`config.mk`:
```
export PLATFORM = sky130hd
export DESIGN_NAME = config_shift_loader_flat
export DESIGN_NICKNAME = d
export VERILOG_FILES = /design/src/rtl/config_shift_loader_if.sv /design/src/rtl/config_shift_loader.sv /design/src/flat_wrapper.sv
export SDC_FILE = /design/constraint.sdc
export NUM_CORES = 1
export LEC_CHECK = 0
export BUFFER_PORTS_ARGS = -buffer_cell sky130_fd_sc_hd__buf_2
export CAP_MARGIN = 30
export CORE_ASPECT_RATIO = 0.6
export CORE_MARGIN = 2
export CORE_UTILIZATION = 48
export CTS_CLUSTER_DIAMETER = 100
export CTS_CLUSTER_SIZE = 8
export DETAILED_ROUTE_END_ITERATION = 6
export PLACE_DENSITY = 0.82
export SYNTH_ARGS = -nofsm -noshare
export SYNTH_HDL_FRONTEND = slang
export SYNTH_SLANG_ARGS = --single-unit
```
`constraint.sdc`:
```
create_clock -name cclk -period 1.4 [get_ports cclk]
set_input_delay 0 -clock cclk [delete_from_list [all_inputs] [get_ports cclk]]
set_output_delay 0 -clock cclk [all_outputs]
set_load 0.01 [all_outputs]
```
`src/rtl/config_shift_loader_if.sv`:
```
// Serial configuration stream and block-load bus between a bitstream source
// and config_shift_loader.
interface config_shift_loader_if #(
  parameter int MEM_SIZE   = 16,
  parameter int NUM_BLOCKS = 4
);
  logic                  start;
  logic                  bit_in;
  logic                  bit_valid;
  logic                  bit_ready;
  logic [MEM_SIZE-1:0]   config_out;
  logic [NUM_BLOCKS-1:0] cen;
  logic                  busy;
  logic                  done;

  modport master (
    output start, bit_in, bit_valid,
    input  bit_ready, config_out, cen, busy, done
  );

  modport slave (
    input  start, bit_in, bit_valid,
    output bit_ready, config_out, cen, busy, done
  );
endinterface

```
`src/rtl/config_shift_loader.sv`:
```
// Serial front end that assembles MEM_SIZE-bit words and loads them one per
// downstream latch block, in block order, with a single-cycle one-hot enable.
module config_shift_loader #(
  parameter int MEM_SIZE   = 16,
  parameter int NUM_BLOCKS = 4
) (
  input logic                  cclk,
  input logic                  crst_n,
  config_shift_loader_if.slave cfg
);

  localparam int CNT_W = $clog2(MEM_SIZE + 1);
  localparam int IDX_W = (NUM_BLOCKS > 1) ? $clog2(NUM_BLOCKS) : 1;
  localparam logic [CNT_W-1:0]      LAST_BIT = CNT_W'(MEM_SIZE - 1);
  localparam logic [IDX_W-1:0]      LAST_BLK = IDX_W'(NUM_BLOCKS - 1);
  localparam logic [NUM_BLOCKS-1:0] CEN_ONE  = NUM_BLOCKS'(1);

  typedef enum logic [1:0] {
    ST_IDLE  = 2'd0,
    ST_SHIFT = 2'd1,
    ST_LOAD  = 2'd2,
    ST_DONE  = 2'd3
  } state_t;

  state_t                state_r;
  logic [CNT_W-1:0]      bit_cnt_r;
  logic [IDX_W-1:0]      block_idx_r;
  logic [MEM_SIZE-1:0]   config_r;
  logic [NUM_BLOCKS-1:0] cen_r;
  logic                  bit_ready_r;
  logic                  busy_r;
  logic                  done_r;
  logic                  accept_s;

  assign accept_s       = cfg.bit_valid && bit_ready_r;
  assign cfg.bit_ready  = bit_ready_r;
  assign cfg.config_out = config_r;
  assign cfg.cen        = cen_r;
  assign cfg.busy       = busy_r;
  assign cfg.done       = done_r;

  // Sequencer: start has priority in every state; cen defaults low so a pulse
  // never outlasts the single LOAD cycle.
  always_ff @(posedge cclk or negedge crst_n) begin
    if (!crst_n) begin
      state_r     <= ST_IDLE;
      bit_cnt_r   <= {CNT_W{1'b0}};
      block_idx_r <= {IDX_W{1'b0}};
      config_r    <= {MEM_SIZE{1'b0}};
      cen_r       <= {NUM_BLOCKS{1'b0}};
      bit_ready_r <= 1'b0;
      busy_r      <= 1'b0;
      done_r      <= 1'b0;
    end else begin
      cen_r <= {NUM_BLOCKS{1'b0}};
      if (cfg.start) begin
        // A bit offered alongside start is dropped; the partial word is kept.
        state_r     <= ST_SHIFT;
        bit_cnt_r   <= {CNT_W{1'b0}};
        block_idx_r <= {IDX_W{1'b0}};
        bit_ready_r <= 1'b1;
        busy_r      <= 1'b1;
        done_r      <= 1'b0;
      end else begin
        case (state_r)
          ST_IDLE: begin
            state_r <= ST_IDLE;
          end
          ST_SHIFT: begin
            if (accept_s) begin
              config_r <= {cfg.bit_in, config_r[MEM_SIZE-1:1]};
              if (bit_cnt_r == LAST_BIT) begin
                bit_cnt_r   <= {CNT_W{1'b0}};
                state_r     <= ST_LOAD;
                cen_r       <= CEN_ONE << block_idx_r;
                bit_ready_r <= 1'b0;
              end else begin
                bit_cnt_r <= bit_cnt_r + CNT_W'(1);
              end
            end else begin
              state_r <= ST_SHIFT;
            end
          end
          ST_LOAD: begin
            if (block_idx_r == LAST_BLK) begin
              state_r <= ST_DONE;
              busy_r  <= 1'b0;
              done_r  <= 1'b1;
            end else begin
              block_idx_r <= block_idx_r + IDX_W'(1);
              state_r     <= ST_SHIFT;
              bit_ready_r <= 1'b1;
            end
          end
          ST_DONE: begin
            state_r <= ST_DONE;
          end
          default: begin
            state_r     <= ST_IDLE;
            bit_cnt_r   <= {CNT_W{1'b0}};
            block_idx_r <= {IDX_W{1'b0}};
            bit_ready_r <= 1'b0;
            busy_r      <= 1'b0;
            done_r      <= 1'b0;
          end
        endcase
      end
    end
  end

endmodule

```
`src/flat_wrapper.sv`:
```
// flat-port wrapper written by rule: the top's interface ports become plain ports
module config_shift_loader_flat 
#(
  parameter int MEM_SIZE   = 16,
  parameter int NUM_BLOCKS = 4
)
  (cclk, crst_n, cfg_start, cfg_bit_in, cfg_bit_valid, cfg_bit_ready, cfg_config_out, cfg_cen, cfg_busy, cfg_done);
  config_shift_loader_if #(.MEM_SIZE(MEM_SIZE), .NUM_BLOCKS(NUM_BLOCKS)) cfg_i ();
  input logic cclk;
  input logic crst_n;
  input wire logic [$bits(cfg_i.start)-1:0] cfg_start;
  input wire logic [$bits(cfg_i.bit_in)-1:0] cfg_bit_in;
  input wire logic [$bits(cfg_i.bit_valid)-1:0] cfg_bit_valid;
  output wire logic [$bits(cfg_i.bit_ready)-1:0] cfg_bit_ready;
  output wire logic [$bits(cfg_i.config_out)-1:0] cfg_config_out;
  output wire logic [$bits(cfg_i.cen)-1:0] cfg_cen;
  output wire logic [$bits(cfg_i.busy)-1:0] cfg_busy;
  output wire logic [$bits(cfg_i.done)-1:0] cfg_done;
  assign cfg_i.start = cfg_start;
  assign cfg_i.bit_in = cfg_bit_in;
  assign cfg_i.bit_valid = cfg_bit_valid;
  assign cfg_bit_ready = cfg_i.bit_ready;
  assign cfg_config_out = cfg_i.config_out;
  assign cfg_cen = cfg_i.cen;
  assign cfg_busy = cfg_i.busy;
  assign cfg_done = cfg_i.done;
  config_shift_loader #(.MEM_SIZE(MEM_SIZE), .NUM_BLOCKS(NUM_BLOCKS)) u_core (.cclk(cclk), .crst_n(crst_n), .cfg(cfg_i));
endmodule
```
Yosys cells after proc, flatten, opt, wreduce, memory -nomap -nowiden

Index checks and enable logic that the tools add are counted.

Memories kept: 0
Input port bits: 5
Bits in writable memories: 0
Latch bits: 0
Word-level logic and storage cells: 61
Output and inout port bits: 23
Bits in read-only memories: 0
Register bits: 32

Reductions and logical operators: 12
Shifts and indexed selects: 1
Add/subtract/negate cells: 2
Bitwise gates (word level): 1
Multiply operators: 0
Mux-type cells: 27
Div/mod/pow operators: 0
$lt $le $gt $ge: 0
Equal/unequal tests: 10

Operator list:

| kind                                                   | number |
|---|---|
| two-way mux 5 bit                                      | 4 |
| two-way mux 4 bit                                      | 4 |
| two-way mux 2 bit                                      | 7 |
| two-way mux 1 bit                                      | 10 |
| case mux 2 bit (4 select lines)                        | 1 |
| nonzero test 2 bit                                     | 4 |
| == test 2 bit (second input constant)                  | 3 |
| inequality test 3 x 2 -> 1 bit (second input constant) | 2 |
| AND reduction 2 bit                                    | 3 |
| adder 5 x 1 -> 5 bit (second input constant)           | 1 |
| == test 5 x 4 -> 1 bit (second input constant)         | 1 |
| inequality test 4 bit (second input constant)          | 1 |
| AND reduction 4 bit                                    | 1 |
| << shifter 1 x 2 -> 4 bit (first input constant)       | 1 |
| inequality test 3 bit (second input constant)          | 1 |
| AND reduction 3 bit                                    | 1 |
| nonzero test 3 bit                                     | 1 |
| adder 2 x 1 -> 2 bit (second input constant)           | 1 |
| == test 2 x 1 -> 1 bit (second input constant)         | 1 |
| zero test 2 bit                                        | 1 |
| inequality test 2 bit (second input constant)          | 1 |
| case mux 1 bit (2 select lines)                        | 1 |
| logical AND 1 bit                                      | 1 |
| inverter 1 bit                                         | 1 |

Longest topological paths before layout

Gate-level depths: netlist of run 1.

Depth after elaboration: 5
Gate-level depth with buffers: 4
Gate-level depth less buffers: 4

Worst setup path before layout of run 1

Ideal clock, no wire load.

Path type: reg2reg
Start: register u_core.block_idx_r[0]
End: register u_core.block_idx_r[1]
Cell stages (with the launch flop): 5
Path slack: -0.010 ns
Buffers on the path: 0
Period minus slack after synthesis: 1.410 ns
Arrival time: 1.278 ns
Data required time: 1.268 ns
Setup time: 0.132 ns
Cells stage by stage: dfrtp_1 -> ha_1 -> nor3b_1 -> mux2i_1 -> nor2_1

Longest elaborated chain between the ends: 4
Elaborated cells on any way between the ends: 7
Those cells by class: add/sub: 1; eq/ne: 2; mux: 3; reduce/logical: 1

Ends and longest elaborated chain:

| element                | RTL line                  | RTL |
|---|---|---|
| from (decl)            | config_shift_loader.sv:27 | `logic [IDX_W-1:0] block_idx_r;` |
| from (signal assigned) | config_shift_loader.sv:48 | `block_idx_r <= {IDX_W{1'b0}};` |
| from (signal assigned) | config_shift_loader.sv:60 | `block_idx_r <= {IDX_W{1'b0}};` |
| from (signal assigned) | config_shift_loader.sv:90 | `block_idx_r <= block_idx_r + IDX_W'(1);` |
| adder 2 x 1 -> 2 bit   | config_shift_loader.sv:90 |  |
| two-way mux 2 bit      | config_shift_loader.sv:85 | `if (block_idx_r == LAST_BLK) begin` |
| two-way mux 2 bit      | config_shift_loader.sv:65 | `case (state_r)` |
| two-way mux 2 bit      | config_shift_loader.sv:56 | `if (cfg.start) begin` |

Parallel ways exist; a longest one is shown, timed or not. The select of a mux whose other input is x is not followed.
A chain may end at the register's enable or synchronous reset.

Worst setup path after layout of run 1

Start: register u_core.bit_cnt_r[0]
End: register u_core.bit_cnt_r[3]

Longest elaborated chain between the ends: 5
Elaborated cells on any way between the ends: 6
Those cells by class: add/sub: 1; eq/ne: 1; mux: 4

Ends and longest elaborated chain:

| element                                                               | RTL line                                             | RTL |
|---|---|---|
| from (decl)                                                           | config_shift_loader.sv:26                            | `logic [CNT_W-1:0] bit_cnt_r;` |
| from (signal assigned)                                                | config_shift_loader.sv:47                            | `bit_cnt_r <= {CNT_W{1'b0}};` |
| from (signal assigned)                                                | config_shift_loader.sv:59                            | `bit_cnt_r <= {CNT_W{1'b0}};` |
| from (signal assigned)                                                | config_shift_loader.sv:73                            | `bit_cnt_r <= {CNT_W{1'b0}};` |
| adder 5 x 1 -> 5 bit / == test 5 x 4 -> 1 bit (equally long branches) | config_shift_loader.sv:78, config_shift_loader.sv:72 |  |
| two-way mux 5 bit (*)                                                 | config_shift_loader.sv:72                            | `if (bit_cnt_r == LAST_BIT) begin` |
| two-way mux 5 bit (*)                                                 | config_shift_loader.sv:70                            | `if (accept_s) begin` |
| two-way mux 5 bit (*)                                                 | config_shift_loader.sv:65                            |  |
| two-way mux 5 bit (*)                                                 | config_shift_loader.sv:56                            |  |

Mark *: on every way between the ends. The rest lies on a longest branch, timed or not. The select of a mux whose other input is x is not followed.

==> results of run 1 <==
## registers in the layout (all words and copies together) (netlist names)
register	count
u_core.cfg.config_out	16
u_core.bit_cnt_r	5
u_core.cfg.cen	4
u_core.block_idx_r	2
u_core.state_r	2
u_core.cfg.bit_ready	1
u_core.cfg.busy	1
u_core.cfg.done	1
## power by group through the flow
stage                     clock (µW)  combinational, µW  sequential (µW)
final                            729                652             1260
after global routing             792                705             1290
after CTS                        741                659             1260
after detailed placement           0                634             1280
after global placement             0                615             1260
after floorplan                    0                286             1350
## kinds of logic after synthesis
| group | after synthesis | share of synthesized area (%) |
|---|---|---|
| AND/OR/NAND/NOR | 26 | 13.1 |
| multiplexers | 17 | 16.1 |
| AO/OA/AOI/OAI | 13 | 6.27 |
| flip-flops | 32 | 56.5 |
| XOR/XNOR | 1 | 0.618 |
| buffers and inverters | 7 | 3.00 |
| adder cells (fa/ha/maj) | 5 | 4.41 |
## final cells by class
class                           instances  area (µm²)  share of cell area [%]
Sequential cell                        32         801                    43.0
Multi-Input combinational cell         62         616                    33.0
Timing Repair Buffer                   42         285                    15.3
Clock buffer                            8        90.1                    4.84
Tap cell                               42        52.6                    2.82
Inverter                                5        18.8                    1.01
## cells in the final DEF (no fill, tap or decap), types with 2 or more instances in the layout
cell and instances:
sky130_fd_sc_hd__mux2_4 10, sky130_fd_sc_hd__o21ai_0 3, sky130_fd_sc_hd__and4b_1 2, sky130_fd_sc_hd__inv_1 5
sky130_fd_sc_hd__a21oi_1 4, sky130_fd_sc_hd__nand2_1 4, sky130_fd_sc_hd__nor2_1 5, sky130_fd_sc_hd__or3_1 2
sky130_fd_sc_hd__mux2_2 6, sky130_fd_sc_hd__dlygate4sd3_1 2, sky130_fd_sc_hd__buf_4 9, sky130_fd_sc_hd__clkbuf_1 2
sky130_fd_sc_hd__buf_6 2, sky130_fd_sc_hd__dfrtp_1 32, sky130_fd_sc_hd__clkbuf_8 6, sky130_fd_sc_hd__ha_1 4
sky130_fd_sc_hd__buf_2 27, sky130_fd_sc_hd__buf_12 2, sky130_fd_sc_hd__and2_1 3
## worst register-to-register path, delay by kind of cell (launching register included)
kind	cells	cell delay, ps
compound gates	2	470
flops	1	420
simple gates	1	200
fa+ha+maj	1	190
## synthesized netlist by cell type, types with 2 or more instances
cell,instances,share of area (%)
sky130_fd_sc_hd__mux2_4,10,11
sky130_fd_sc_hd__dfrtp_1,32,56
sky130_fd_sc_hd__ha_1,5,4.4
sky130_fd_sc_hd__nand3_1,2,0.71
sky130_fd_sc_hd__mux2_2,6,4.8
sky130_fd_sc_hd__nor3b_1,2,1.1
sky130_fd_sc_hd__nor2_1,5,1.3
sky130_fd_sc_hd__inv_1,5,1.3
sky130_fd_sc_hd__or3_1,2,0.88
sky130_fd_sc_hd__o21ai_0,3,1.1
sky130_fd_sc_hd__a21oi_1,4,1.4
sky130_fd_sc_hd__nand2_1,4,1.1
sky130_fd_sc_hd__and4b_1,2,1.4
sky130_fd_sc_hd__and2_1,4,1.8
## routing by layer
layer  track usage [%]  vias up  routed length (µm)
li1                  -      452                   -
met3              6.78        7                 130
met5                 0        -                   0
met2              27.7       19                1330
met1              24.9      504                1310
met4              12.4        0                  59
## through the flow
stage	hold WS, ps	power (µW)	setup TNS, ps	utilization, %	setup WS [ps]
after floorplan	-296	1640	0	-	1.91
after global placement	64.0	1880	0	58.6	52.3
after detailed placement	84.7	1910	-42.5	58.6	-42.5
after CTS	108	2660	0	64.6	5.07
after global routing	117	2790	-22.5	65.7	-8.75
final	126	2640	0	65.7	23.1
## what timing repair did
action	4_1_cts	5_1_grt
resized for setup	2	6
buffers inserted	3	0
hold buffers	2	0
setup endpoints to repair	11	15
hold endpoints to repair	33	0
pin swaps	1	4
## final timing paths
| check | start | end | cells past startpoint |
|---|---|---|---|
| min reg2reg | u_core.cfg.busy | u_core.cfg.busy | 1 |
| min in group asynchronous | crst_n | u_core.cfg.config_out[4] | 2 |
| max in group asynchronous | crst_n | u_core.cfg.config_out[14] | 2 |
| max reg2reg | u_core.bit_cnt_r[0] | u_core.bit_cnt_r[3] | 4 |
| max | u_core.bit_cnt_r[0] | u_core.bit_cnt_r[3] | 4 |
| min | cfg_start | u_core.state_r[1] | 2 |
==> impl_metrics.xml, run 1 <==
<?xml version="1.0" encoding="UTF-8"?>
<metrics>
  <group name="power_and_ir_drop">
    <metric name="clock_power_share" unit="%">27.6</metric>
    <metric name="combinationalPowerShare" unit="%">24.7</metric>
    <metric name="internal-power" unit="µW">1900</metric>
    <metric name="power_leakage" unit="µW">0.000891</metric>
    <metric name="sequentialPowerShare" unit="%">47.7</metric>
    <metric name="sw_frac_of_total" unit="%">28.0</metric>
    <metric name="vdd_ir_drop_max" unit="µV">730</metric>
    <metric name="cellPowerDensity" unit="mW/mm²">1420</metric>
    <metric name="switching_power" unit="µW">741</metric>
  </group>
  <group name="outcome">
    <metric name="run_status" unit="">finished, final reports clean</metric>
  </group>
  <group name="routing">
    <metric name="detail_route.first_pass.iterations" unit="">4</metric>
    <metric name="drc" unit="">0</metric>
    <metric name="avgRoutedWirePerCell" unit="µm">14.8</metric>
    <metric name="finalWirelength" unit="µm">2830</metric>
    <metric name="viasPerCell" unit="">5.14</metric>
    <metric name="detail_route.iter0.violations" unit="">59</metric>
    <metric name="postRouteAntennaNets" unit="">0</metric>
    <metric name="via_count" unit="">982</metric>
  </group>
  <group name="timing">
    <metric name="setup-violations-final" unit="">0</metric>
    <metric name="grt_setup_unrepaired" unit="">yes</metric>
    <metric name="timing.fmax" unit="MHz">726</metric>
    <metric name="final_period_minus_worst_setup_slack" unit="ps">1380</metric>
    <metric name="finalCritPeriodShare" unit="%">98.4</metric>
    <metric name="remaining_max_slew_budget_at_the_tightest_pin" unit="%">53.7</metric>
    <metric name="fin_skew" unit="ps">5.15</metric>
    <metric name="finalHoldViolations" unit="">0</metric>
    <metric name="drv_slew" unit="">0</metric>
    <metric name="tightestPinTransition" unit="ps">695</metric>
  </group>
  <group name="floorplanning">
    <metric name="floorplan.core_area" unit="mm²">0.00283</metric>
    <metric name="die_h" unit="µm">46.1</metric>
    <metric name="die_x" unit="µm">74.2</metric>
    <metric name="ios" unit="">28</metric>
    <metric name="die-area" unit="mm²">0.00342</metric>
    <metric name="rows" unit="">15</metric>
    <metric name="initial_utilization" unit="%">50.0</metric>
  </group>
  <group name="critical_path">
    <metric name="critPathMaxFanout" unit="">3</metric>
    <metric name="critPathRequiredTime" unit="ps">1590</metric>
    <metric name="critical-path-max-stage-delay" unit="ps">420</metric>
    <metric name="timing.critical_path.max_delay_family" unit="">compound AO/OA/AOI/OAI gates</metric>
    <metric name="cp-start-kind" unit="">flip-flop</metric>
    <metric name="setup.worst_path.class" unit="">flip-flop to flip-flop</metric>
    <metric name="wp_data_arrival" unit="ps">1560</metric>
    <metric name="reg2reg_slack" unit="ps">20</metric>
    <metric name="timing.critical_path.buf_inv" unit="">0</metric>
    <metric name="critPathCaptureType" unit="">flip-flop</metric>
    <metric name="cp_slowest_cell" unit="">sky130_fd_sc_hd__dfrtp_1</metric>
    <metric name="timing.critical_path.cells" unit="">ha_4, and4b_1, a31o_2, a311oi_1</metric>
  </group>
  <group name="global_route">
    <metric name="grt_pass1_vias" unit="">988</metric>
    <metric name="global_route.usage.total" unit="%">19.2</metric>
    <metric name="gr-total-overflow" unit="">0</metric>
    <metric name="grt_start_max_net_pins" unit="">33</metric>
    <metric name="antenna_found_initial" unit="">0</metric>
    <metric name="wire_length_of_the_first_global_routing_pass" unit="µm">4520</metric>
  </group>
  <group name="yosys">
    <metric name="post_synth.cell_area_avg" unit="µm²">14.0</metric>
    <metric name="syn_nets" unit="">111</metric>
    <metric name="sequential_to_total_area_share_from_yosys_stat" unit="%">56.5</metric>
    <metric name="share_of_async_settable_or_async_resettable_flops_after_synthesis" unit="%">100</metric>
    <metric name="synth_enable_flop_cells" unit="">0</metric>
    <metric name="count_of_yosys_warnings_during_synthesis" unit="">0</metric>
    <metric name="post_synth_inst_count" unit="">101</metric>
    <metric name="synth.lib_cells_used.distinct" unit="">29</metric>
    <metric name="netlist_area" unit="mm²">0.00142</metric>
    <metric name="synth.ff_latch_count" unit="">32</metric>
    <metric name="ys_dominant_reg_cell" unit="">sky130_fd_sc_hd__dfrtp_1</metric>
  </group>
  <group name="placed_design">
    <metric name="postPlaceCellArea" unit="mm²">0.00166</metric>
    <metric name="dp_hpwl" unit="µm">1910</metric>
    <metric name="buffer_ports.inserted" unit="">27</metric>
    <metric name="gp_congestion" unit="">0.782</metric>
    <metric name="place.detailed.instances" unit="">178</metric>
  </group>
  <group name="cts">
    <metric name="cts_tree" unit="">yes</metric>
    <metric name="htree_num_levels" unit="">2</metric>
    <metric name="clk_pin_slew" unit="ps">70</metric>
    <metric name="worst_skew_pair.late_latency" unit="ps">280</metric>
    <metric name="cts_num_sinks" unit="">32</metric>
    <metric name="cts_buffers" unit="">5</metric>
    <metric name="clk_root_buffer_cell" unit="">sky130_fd_sc_hd__clkbuf_8</metric>
    <metric name="ctsLongestPathBuffers" unit="">2</metric>
  </group>
  <group name="layout">
    <metric name="final-instance-count-excl-fill" unit="">191</metric>
    <metric name="design.final.nets" unit="">158</metric>
    <metric name="final.fill_count" unit="">200</metric>
    <metric name="area_growth" unit="%">31.4</metric>
    <metric name="drive_gt1_share" unit="%">47.0</metric>
    <metric name="diodes" unit="">0</metric>
    <metric name="postLayoutCellArea" unit="mm²">0.00186</metric>
  </group>
  <group name="worst_hold_path">
    <metric name="hold_path_class" unit="">input pin to flip-flop</metric>
  </group>
  <group name="job">
    <metric name="maxCapViolations" unit="">0</metric>
  </group>
</metrics>
Note: power is estimated with default switching activity, not from simulation.
==> inputs of run 2 (changes only) <==
TNS_END_PERCENT = 5   (was unset)
clock period = 1.2 ns   (was 1.4 ns; I/O delays follow)
==> run 2 against run 1 <==
  * The run now ends with negative setup slack left
  * Critical endpoint unchanged
  * Highest routed layer unchanged
  * Flip-flop and latch count did not move
  * Sequential share of layout area shrank 1.9 points
  * Critical path depth did not move
  * Count of clock-buffer cells in the layout unchanged
==> impl_metrics.xml, run 2 (same netlist as run 1, synthesis figures left out) <==
<?xml version="1.0" encoding="UTF-8"?>
<metrics>
  <group name="outcome">
    <metric name="run_status" unit="">finished, violations left</metric>
    <metric name="failed_checks" unit="">negative setup slack</metric>
  </group>
  <group name="worst_hold_path">
    <metric name="timing.hold.worst_path_depth" unit="">3</metric>
    <metric name="hold_path_class" unit="">input pin to flip-flop</metric>
    <metric name="min_from" unit="">cfg_bit_valid</metric>
  </group>
  <group name="floorplanning">
    <metric name="floorplan.core_area" unit="mm²">0.00283</metric>
    <metric name="ios" unit="">28</metric>
    <metric name="die_x" unit="µm">74.2</metric>
    <metric name="die_h" unit="µm">46.1</metric>
    <metric name="rows" unit="">15</metric>
    <metric name="die-area" unit="mm²">0.00342</metric>
    <metric name="initial_utilization" unit="%">50.0</metric>
  </group>
  <group name="critical_path">
    <metric name="critical_path.startpoint" unit="">u_core.bit_cnt_r[0]</metric>
    <metric name="cp_slowest_cell" unit="">sky130_fd_sc_hd__dfrtp_1</metric>
    <metric name="reg2reg_from" unit="">u_core.bit_cnt_r[0]</metric>
    <metric name="critPathCaptureType" unit="">flip-flop</metric>
    <metric name="timing.critical_path.max_delay_family" unit="">compound AO/OA/AOI/OAI gates</metric>
    <metric name="critical-path-max-stage-delay" unit="ps">400</metric>
    <metric name="cp-start-kind" unit="">flip-flop</metric>
    <metric name="wp_data_arrival" unit="ps">1570</metric>
    <metric name="critPathRequiredTime" unit="ps">1390</metric>
    <metric name="setup.worst_path.class" unit="">flip-flop to flip-flop</metric>
    <metric name="timing.critical_path.buf_inv" unit="">0</metric>
    <metric name="rr_worst_depth" unit="">4</metric>
    <metric name="critPathMaxFanout" unit="">3</metric>
    <metric name="timing.critical_path.cells" unit="">ha_2, and4b_1, a31o_2, a311oi_1</metric>
    <metric name="critical_path_depth" unit="">4</metric>
  </group>
  <group name="routing">
    <metric name="finalWirelength" unit="µm">3080</metric>
    <metric name="drc" unit="">0</metric>
    <metric name="viasPerCell" unit="">5.14</metric>
    <metric name="avgRoutedWirePerCell" unit="µm">15.4</metric>
    <metric name="via_count" unit="">1028</metric>
    <metric name="detail_route.first_pass.iterations" unit="">4</metric>
    <metric name="detail_route.iter0.violations" unit="">58</metric>
    <metric name="postRouteAntennaNets" unit="">0</metric>
  </group>
  <group name="global_route">
    <metric name="global_route.usage.total" unit="%">19.5</metric>
    <metric name="grt_start_max_net_pins" unit="">33</metric>
    <metric name="antenna_found_initial" unit="">0</metric>
    <metric name="gr-total-overflow" unit="">0</metric>
    <metric name="grt_pass1_vias" unit="">984</metric>
    <metric name="wire_length_of_the_first_global_routing_pass" unit="µm">4580</metric>
  </group>
  <group name="timing">
    <metric name="finalCritPeriodShare" unit="%">115</metric>
    <metric name="setup-violations-final" unit="">27</metric>
    <metric name="timing.fmax" unit="MHz">728</metric>
    <metric name="grt_setup_unrepaired" unit="">yes</metric>
    <metric name="drv_slew" unit="">0</metric>
    <metric name="finalHoldViolations" unit="">0</metric>
    <metric name="fin_hold_ws" unit="ps">99.0</metric>
    <metric name="setup_slack" unit="ps">-174</metric>
    <metric name="final_period_minus_worst_setup_slack" unit="ps">1370</metric>
    <metric name="tightestPinTransition" unit="ps">387</metric>
    <metric name="fin_skew" unit="ps">6.62</metric>
    <metric name="remaining_max_slew_budget_at_the_tightest_pin" unit="%">74.2</metric>
  </group>
  <group name="placed_design">
    <metric name="dp_hpwl" unit="µm">1870</metric>
    <metric name="buffer_ports.inserted" unit="">27</metric>
    <metric name="postPlaceCellArea" unit="mm²">0.00173</metric>
    <metric name="gp_congestion" unit="">0.834</metric>
  </group>
  <group name="layout">
    <metric name="layout_commonest_cell" unit="">sky130_fd_sc_hd__dfrtp_1</metric>
    <metric name="diodes" unit="">0</metric>
    <metric name="number_of_flip_flops_in_the_largest_register" unit="">16</metric>
    <metric name="drive_gt1_share" unit="%">51.9</metric>
    <metric name="design.final.nets" unit="">167</metric>
    <metric name="final.fill_count" unit="">196</metric>
    <metric name="area_growth" unit="%">37.9</metric>
    <metric name="postLayoutCellArea" unit="mm²">0.00195</metric>
    <metric name="layout_common_cells" unit="">sky130_fd_sc_hd__dfrtp_1, sky130_fd_sc_hd__buf_2, sky130_fd_sc_hd__buf_4, sky130_fd_sc_hd__mux2_4, sky130_fd_sc_hd__clkbuf_8</metric>
  </group>
  <group name="cts">
    <metric name="htree_num_levels" unit="">2</metric>
    <metric name="cts_buffers" unit="">5</metric>
    <metric name="cts_num_sinks" unit="">32</metric>
    <metric name="worst_skew_pair.late_latency" unit="ps">290</metric>
    <metric name="cts_tree" unit="">yes</metric>
    <metric name="ctsLongestPathBuffers" unit="">2</metric>
    <metric name="clk_pin_slew" unit="ps">60</metric>
    <metric name="clk_root_buffer_cell" unit="">sky130_fd_sc_hd__clkbuf_8</metric>
  </group>
  <group name="job">
    <metric name="maxCapViolations" unit="">0</metric>
  </group>
  <group name="power_and_ir_drop">
    <metric name="sw_frac_of_total" unit="%">28.0</metric>
    <metric name="clock_power_share" unit="%">26.4</metric>
    <metric name="power_leakage" unit="µW">0.000949</metric>
    <metric name="internal-power" unit="µW">2270</metric>
    <metric name="sequentialPowerShare" unit="%">47.4</metric>
    <metric name="cellPowerDensity" unit="mW/mm²">1610</metric>
    <metric name="vdd_ir_drop_max" unit="µV">1120</metric>
    <metric name="combinationalPowerShare" unit="%">26.2</metric>
    <metric name="switching_power" unit="µW">882</metric>
  </group>
</metrics>
run 2: changes by cell type in the layout (fill, tap and decap cells not counted), sizes merged:
cell,previous run,this run
dlygate4sd3,2,3
buf,40,48
run 2: cell type report:
cell class / count / area [µm²] / share of cell area (%)
tap: 42 / 52.6 / 2.69
sequential: 32 / 802 / 41.0
clock buffer: 8 / 90.1 / 4.61
timing repair buffer: 51 / 347 / 17.7
multi-input combinational: 62 / 644 / 33.0
inverter: 5 / 18.8 / 0.960
run 2: worst paths after layout:
kind	endpoint	slack (ps)
min in group asynchronous	u_core.cfg.cen[3]	260
min	u_core.cfg.bit_ready	100
max	u_core.bit_cnt_r[3]	-170
max in group asynchronous	u_core.cfg.bit_ready	650
min reg2reg	u_core.cfg.busy	470
max reg2reg	u_core.bit_cnt_r[3]	-170
run 2: stage by stage:
step | TNS (ps) | cells | total power (µW) | utilization (%) | worst slack (ps)
5_1_grt | -4460 | 200 | 3320 | 69.0 | -210
3_5_place_dp | -2930 | 185 | 2250 | 61.0 | -177
6_report | -3040 | 200 | 3150 | 69.0 | -174
3_3_place_gp | -2310 | 185 | 2230 | 61.0 | -148
2_1_floorplan | -2890 | 101 | 1910 | - | -196
4_1_cts | -2680 | 199 | 3140 | 67.0 | -142
run 2: tightest hold or removal path: stages:
cell and delay (ps):
sky130_fd_sc_hd__buf_2 130, sky130_fd_sc_hd__nand4b_1 100, sky130_fd_sc_hd__a211o_1 120
run 2: per-layer routing:
metal / global-route usage (%) / routed length (µm) / up-vias
met3: 10.3 / 214 / 10
met2: 28.2 / 1500 / 40
met1: 24.0 / 1270 / 510
met4: 9.82 / 98 / 0
met5: 0 / 0 / -
li1: - / - / 468
run 2: repair_timing:
item                       4_1_cts  5_1_grt
pin swaps                        6        5
gates resized for setup          7       11
setup endpoints to repair       26       29
hold buffers                     3        0
buffers inserted                 3        1
hold endpoints to repair        35        0
run 2: power by group through the flow:
stage                     Combinational (µW)  Sequential [µW]  Clock, µW
after floorplan                          334             1570          0
after global placement                   742             1490          0
after detailed placement                 756             1500          0
after CTS                                796             1490        856
after global routing                     879             1530        913
final                                    824             1490        832
==> inputs of run 3 (changes only) <==
--- a/config.mk
+++ b/config.mk
@@ -6,4 +6,5 @@
 export NUM_CORES = 1
 export LEC_CHECK = 0
+export ABC_AREA = 1
 export BUFFER_PORTS_ARGS = -buffer_cell sky130_fd_sc_hd__buf_2
 export CAP_MARGIN = 30
@@ -12,5 +13,5 @@
 export CORE_UTILIZATION = 48
 export CTS_CLUSTER_DIAMETER = 100
-export CTS_CLUSTER_SIZE = 8
+export CTS_CLUSTER_SIZE = 24
 export DETAILED_ROUTE_END_ITERATION = 6
 export PLACE_DENSITY = 0.82
==> constraint.sdc (replaced) <==
create_clock -name cclk -period 1.2 [get_ports cclk]
set_input_delay 0 -clock cclk [delete_from_list [all_inputs] [get_ports cclk]]
set_output_delay 0 -clock cclk [all_outputs]
set_load 0.005 [all_outputs]
==> run 3 against run 2 <==
  * The run now ends clean
  * Worst setup slack better by 200 ps
  * Area after synthesis up 0.35%
  * Die area up 0.32%
  * Critical endpoint is now u_core.cfg.config_out[2]
  * Largest cell class unchanged
==> impl_metrics.xml, run 3 <==
<?xml version="1.0" encoding="UTF-8"?>
<metrics>
  <group name="cts">
    <metric name="cts_buffers" unit="">5</metric>
    <metric name="worst_skew_pair.late_latency" unit="ps">290</metric>
    <metric name="clk_pin_slew" unit="ps">70</metric>
    <metric name="cts_tree" unit="">yes</metric>
    <metric name="cts_num_sinks" unit="">32</metric>
    <metric name="ctsLongestPathBuffers" unit="">2</metric>
    <metric name="htree_num_levels" unit="">2</metric>
    <metric name="clk_root_buffer_cell" unit="">sky130_fd_sc_hd__clkbuf_8</metric>
  </group>
  <group name="outcome">
    <metric name="run_status" unit="">finished, final reports clean</metric>
  </group>
  <group name="yosys">
    <metric name="ys_dominant_reg_cell" unit="">sky130_fd_sc_hd__dfrtp_1</metric>
    <metric name="synth.lib_cells_used.distinct" unit="">22</metric>
    <metric name="yosysTopAreaCellShare" unit="%">56.3</metric>
    <metric name="syn_nets" unit="">166</metric>
    <metric name="share_of_async_settable_or_async_resettable_flops_after_synthesis" unit="%">100</metric>
    <metric name="synth-simple-area-share" unit="%">26.0</metric>
    <metric name="post_synth_mux_area_share" unit="%">0</metric>
    <metric name="synth.ff_latch_count" unit="">32</metric>
    <metric name="synth_enable_flop_cells" unit="">0</metric>
    <metric name="synth-adder-area-share" unit="%">4.40</metric>
    <metric name="netlist_area" unit="mm²">0.00142</metric>
    <metric name="count_of_yosys_warnings_during_synthesis" unit="">0</metric>
    <metric name="synth_common_cells" unit="">sky130_fd_sc_hd__nand2_1, sky130_fd_sc_hd__dfrtp_1, sky130_fd_sc_hd__inv_1, sky130_fd_sc_hd__o21ai_0</metric>
    <metric name="synth.area.top_cells" unit="">sky130_fd_sc_hd__dfrtp_1, sky130_fd_sc_hd__nand2_1, sky130_fd_sc_hd__ha_1</metric>
    <metric name="synth.most_common_cell" unit="">sky130_fd_sc_hd__nand2_1</metric>
    <metric name="post_synth_inst_count" unit="">156</metric>
    <metric name="synth_xor_area_share" unit="%">0.616</metric>
    <metric name="yosysTopAreaCell" unit="">sky130_fd_sc_hd__dfrtp_1</metric>
    <metric name="sequential_to_total_area_share_from_yosys_stat" unit="%">56.3</metric>
    <metric name="synth_top_family_by_area" unit="">simple AND/OR/NAND/NOR gates</metric>
    <metric name="synth-compound-area-share" unit="%">5.63</metric>
    <metric name="post_synth.cell_area_avg" unit="µm²">9.12</metric>
  </group>
  <group name="routing">
    <metric name="drc" unit="">0</metric>
    <metric name="detail_route.first_pass.iterations" unit="">4</metric>
    <metric name="postRouteAntennaNets" unit="">0</metric>
    <metric name="finalWirelength" unit="µm">2760</metric>
    <metric name="viasPerCell" unit="">4.80</metric>
    <metric name="avgRoutedWirePerCell" unit="µm">11.4</metric>
    <metric name="via_count" unit="">1158</metric>
    <metric name="detail_route.iter0.violations" unit="">53</metric>
  </group>
  <group name="timing">
    <metric name="grt_setup_unrepaired" unit="">yes</metric>
    <metric name="setup-violations-final" unit="">0</metric>
    <metric name="tightestPinTransition" unit="ps">389</metric>
    <metric name="timing.fmax" unit="MHz">854</metric>
    <metric name="fin_skew" unit="ps">9.72</metric>
    <metric name="remaining_max_slew_budget_at_the_tightest_pin" unit="%">74.1</metric>
    <metric name="tns" unit="ps">0</metric>
    <metric name="setup_slack" unit="ps">28.9</metric>
    <metric name="finalCritPeriodShare" unit="%">97.6</metric>
    <metric name="drv_slew" unit="">0</metric>
    <metric name="finalHoldViolations" unit="">0</metric>
    <metric name="final_period_minus_worst_setup_slack" unit="ps">1170</metric>
  </group>
  <group name="critical_path">
    <metric name="timing.critical_path.max_delay_family" unit="">flip-flops</metric>
    <metric name="setup.worst_path.class" unit="">flip-flop to flip-flop</metric>
    <metric name="timing.critical_path.buf_inv" unit="">2</metric>
    <metric name="cp-start-kind" unit="">flip-flop</metric>
    <metric name="critPathRequiredTime" unit="ps">1380</metric>
    <metric name="critPathMaxFanout" unit="">8</metric>
    <metric name="critical-path-max-stage-delay" unit="ps">420</metric>
    <metric name="wp_data_arrival" unit="ps">1350</metric>
    <metric name="reg2reg_from" unit="">u_core.state_r[1]</metric>
    <metric name="rr_worst_depth" unit="">7</metric>
    <metric name="timing.critical_path.cells" unit="">inv_2, nand2_2, nor2_4, nand2_4, buf_12, nand2_1, nand2_1</metric>
    <metric name="reg2reg_slack" unit="ps">30</metric>
    <metric name="crit-reg2reg-capture" unit="">u_core.cfg.config_out[2]</metric>
    <metric name="cp_slowest_cell" unit="">sky130_fd_sc_hd__dfrtp_1</metric>
    <metric name="critPathCaptureType" unit="">flip-flop</metric>
    <metric name="crit_top_cell" unit="">sky130_fd_sc_hd__nand2_1</metric>
  </group>
  <group name="floorplanning">
    <metric name="die_h" unit="µm">46.2</metric>
    <metric name="ios" unit="">28</metric>
    <metric name="initial_utilization" unit="%">49.9</metric>
    <metric name="die_x" unit="µm">74.3</metric>
    <metric name="die-area" unit="mm²">0.00343</metric>
    <metric name="floorplan.core_area" unit="mm²">0.00285</metric>
    <metric name="rows" unit="">15</metric>
  </group>
  <group name="layout">
    <metric name="layout_commonest_cell" unit="">sky130_fd_sc_hd__nand2_1</metric>
    <metric name="area_growth" unit="%">31.1</metric>
    <metric name="drive_gt1_share" unit="%">36.2</metric>
    <metric name="layout_common_cells" unit="">sky130_fd_sc_hd__nand2_1, sky130_fd_sc_hd__dfrtp_1, sky130_fd_sc_hd__buf_2, sky130_fd_sc_hd__inv_1, sky130_fd_sc_hd__nand2_2</metric>
    <metric name="final.fill_count" unit="">250</metric>
    <metric name="diodes" unit="">0</metric>
    <metric name="design.final.nets" unit="">208</metric>
    <metric name="postLayoutCellArea" unit="mm²">0.00187</metric>
    <metric name="number_of_flip_flops_in_the_largest_register" unit="">16</metric>
  </group>
  <group name="power_and_ir_drop">
    <metric name="total_power" unit="µW">2830</metric>
    <metric name="vdd_ir_drop_max" unit="µV">797</metric>
    <metric name="cellPowerDensity" unit="mW/mm²">1520</metric>
    <metric name="power_leakage" unit="µW">0.000988</metric>
  </group>
  <group name="placed_design">
    <metric name="dpl_worst_slack" unit="ps">-28.5</metric>
    <metric name="postPlaceCellArea" unit="mm²">0.00165</metric>
    <metric name="buffer_ports.inserted" unit="">27</metric>
    <metric name="gp_congestion" unit="">0.809</metric>
    <metric name="dp_hpwl" unit="µm">1890</metric>
  </group>
  <group name="global_route">
    <metric name="gr-total-overflow" unit="">0</metric>
    <metric name="global_route.usage.total" unit="%">18.4</metric>
    <metric name="wire_length_of_the_first_global_routing_pass" unit="µm">4420</metric>
    <metric name="grt_start_max_net_pins" unit="">33</metric>
    <metric name="antenna_found_initial" unit="">0</metric>
    <metric name="grt_pass1_vias" unit="">957</metric>
  </group>
  <group name="worst_hold_path">
    <metric name="min_delay_worst_endpoint" unit="">u_core.state_r[0]</metric>
    <metric name="min_from" unit="">cfg_bit_valid</metric>
    <metric name="hold_path_class" unit="">input pin to flip-flop</metric>
    <metric name="timing.hold.worst_path_depth" unit="">4</metric>
  </group>
  <group name="job">
    <metric name="maxCapViolations" unit="">0</metric>
  </group>
</metrics>
==> run 3: kinds of logic after synthesis <==
kind of cell | Yosys count
flops | 32
simple gates | 85
buf+inv | 19
compound gates | 14
fa+ha+maj | 5
xor+xnor | 1
==> run 3: tightest hold or removal path: stages <==
cell and delay (ps):
sky130_fd_sc_hd__buf_2 100, sky130_fd_sc_hd__nand2_2 130, sky130_fd_sc_hd__a21oi_1 90, sky130_fd_sc_hd__nand3_1 80
==> run 3: per-stage QoR <==
stage	hold WS [ps]	std cells	util, %
3_5_place_dp	39.7	228	57.7
3_3_place_gp	35.6	228	57.7
6_report	158	241	65.4
4_1_cts	194	239	62.2
5_1_grt	162	241	65.4
2_1_floorplan	-296	156	-
==> run 3: timing repair <==
item                                   4_1_cts  5_1_grt
pin swaps                                    0        3
hold buffers                                 3        0
endpoints found under the hold margin       34        0
buffers inserted                             0        1
gates resized for setup                      3       19
gates cloned                                 0        1
setup endpoints to repair                    6       24
==> run 3: worst max path at each step <==
stage	endpoint	slack (ps)	depth (start not counted)	start
floorplan	u_core.cfg.bit_ready	100	4	u_core.bit_cnt_r[0]
global placement	u_core.cfg.bit_ready	-40	4	u_core.bit_cnt_r[1]
detailed placement	u_core.cfg.bit_ready	-30	4	u_core.bit_cnt_r[1]
CTS	u_core.cfg.bit_ready	30	4	u_core.bit_cnt_r[1]
global route	u_core.cfg.config_out[3]	-40	7	u_core.state_r[1]
finish	u_core.cfg.config_out[2]	30	7	u_core.state_r[1]
==> run 3: power breakdown <==
| group | switching, µW | internal (µW) | total (µW) |
|---|---|---|---|
| clock | 408 | 403 | 811 |
| combinational | 297 | 300 | 598 |
| sequential | 159 | 1270 | 1420 |
| total | 865 | 1970 | 2830 |
==> run 3: area by class of cell <==
class                           instances  area [µm²]  area share [%]
Clock buffer                            5        68.8            3.69
Clock inverter                          3        18.8            1.01
Inverter                               15        58.8            3.15
Multi-Input combinational cell        105         589            31.6
Sequential cell                        32         802            43.0
Tap cell                               42        52.6            2.82
Timing Repair Buffer                   39         275            14.8
==> run 3: layer usage <==
layer,share of wire (%),track usage (%),wire (µm)
met1,50,25.1,1360
met3,4.9,5.91,135
met2,44,27.0,1210
met5,0,0,0
met4,1.6,8.57,44
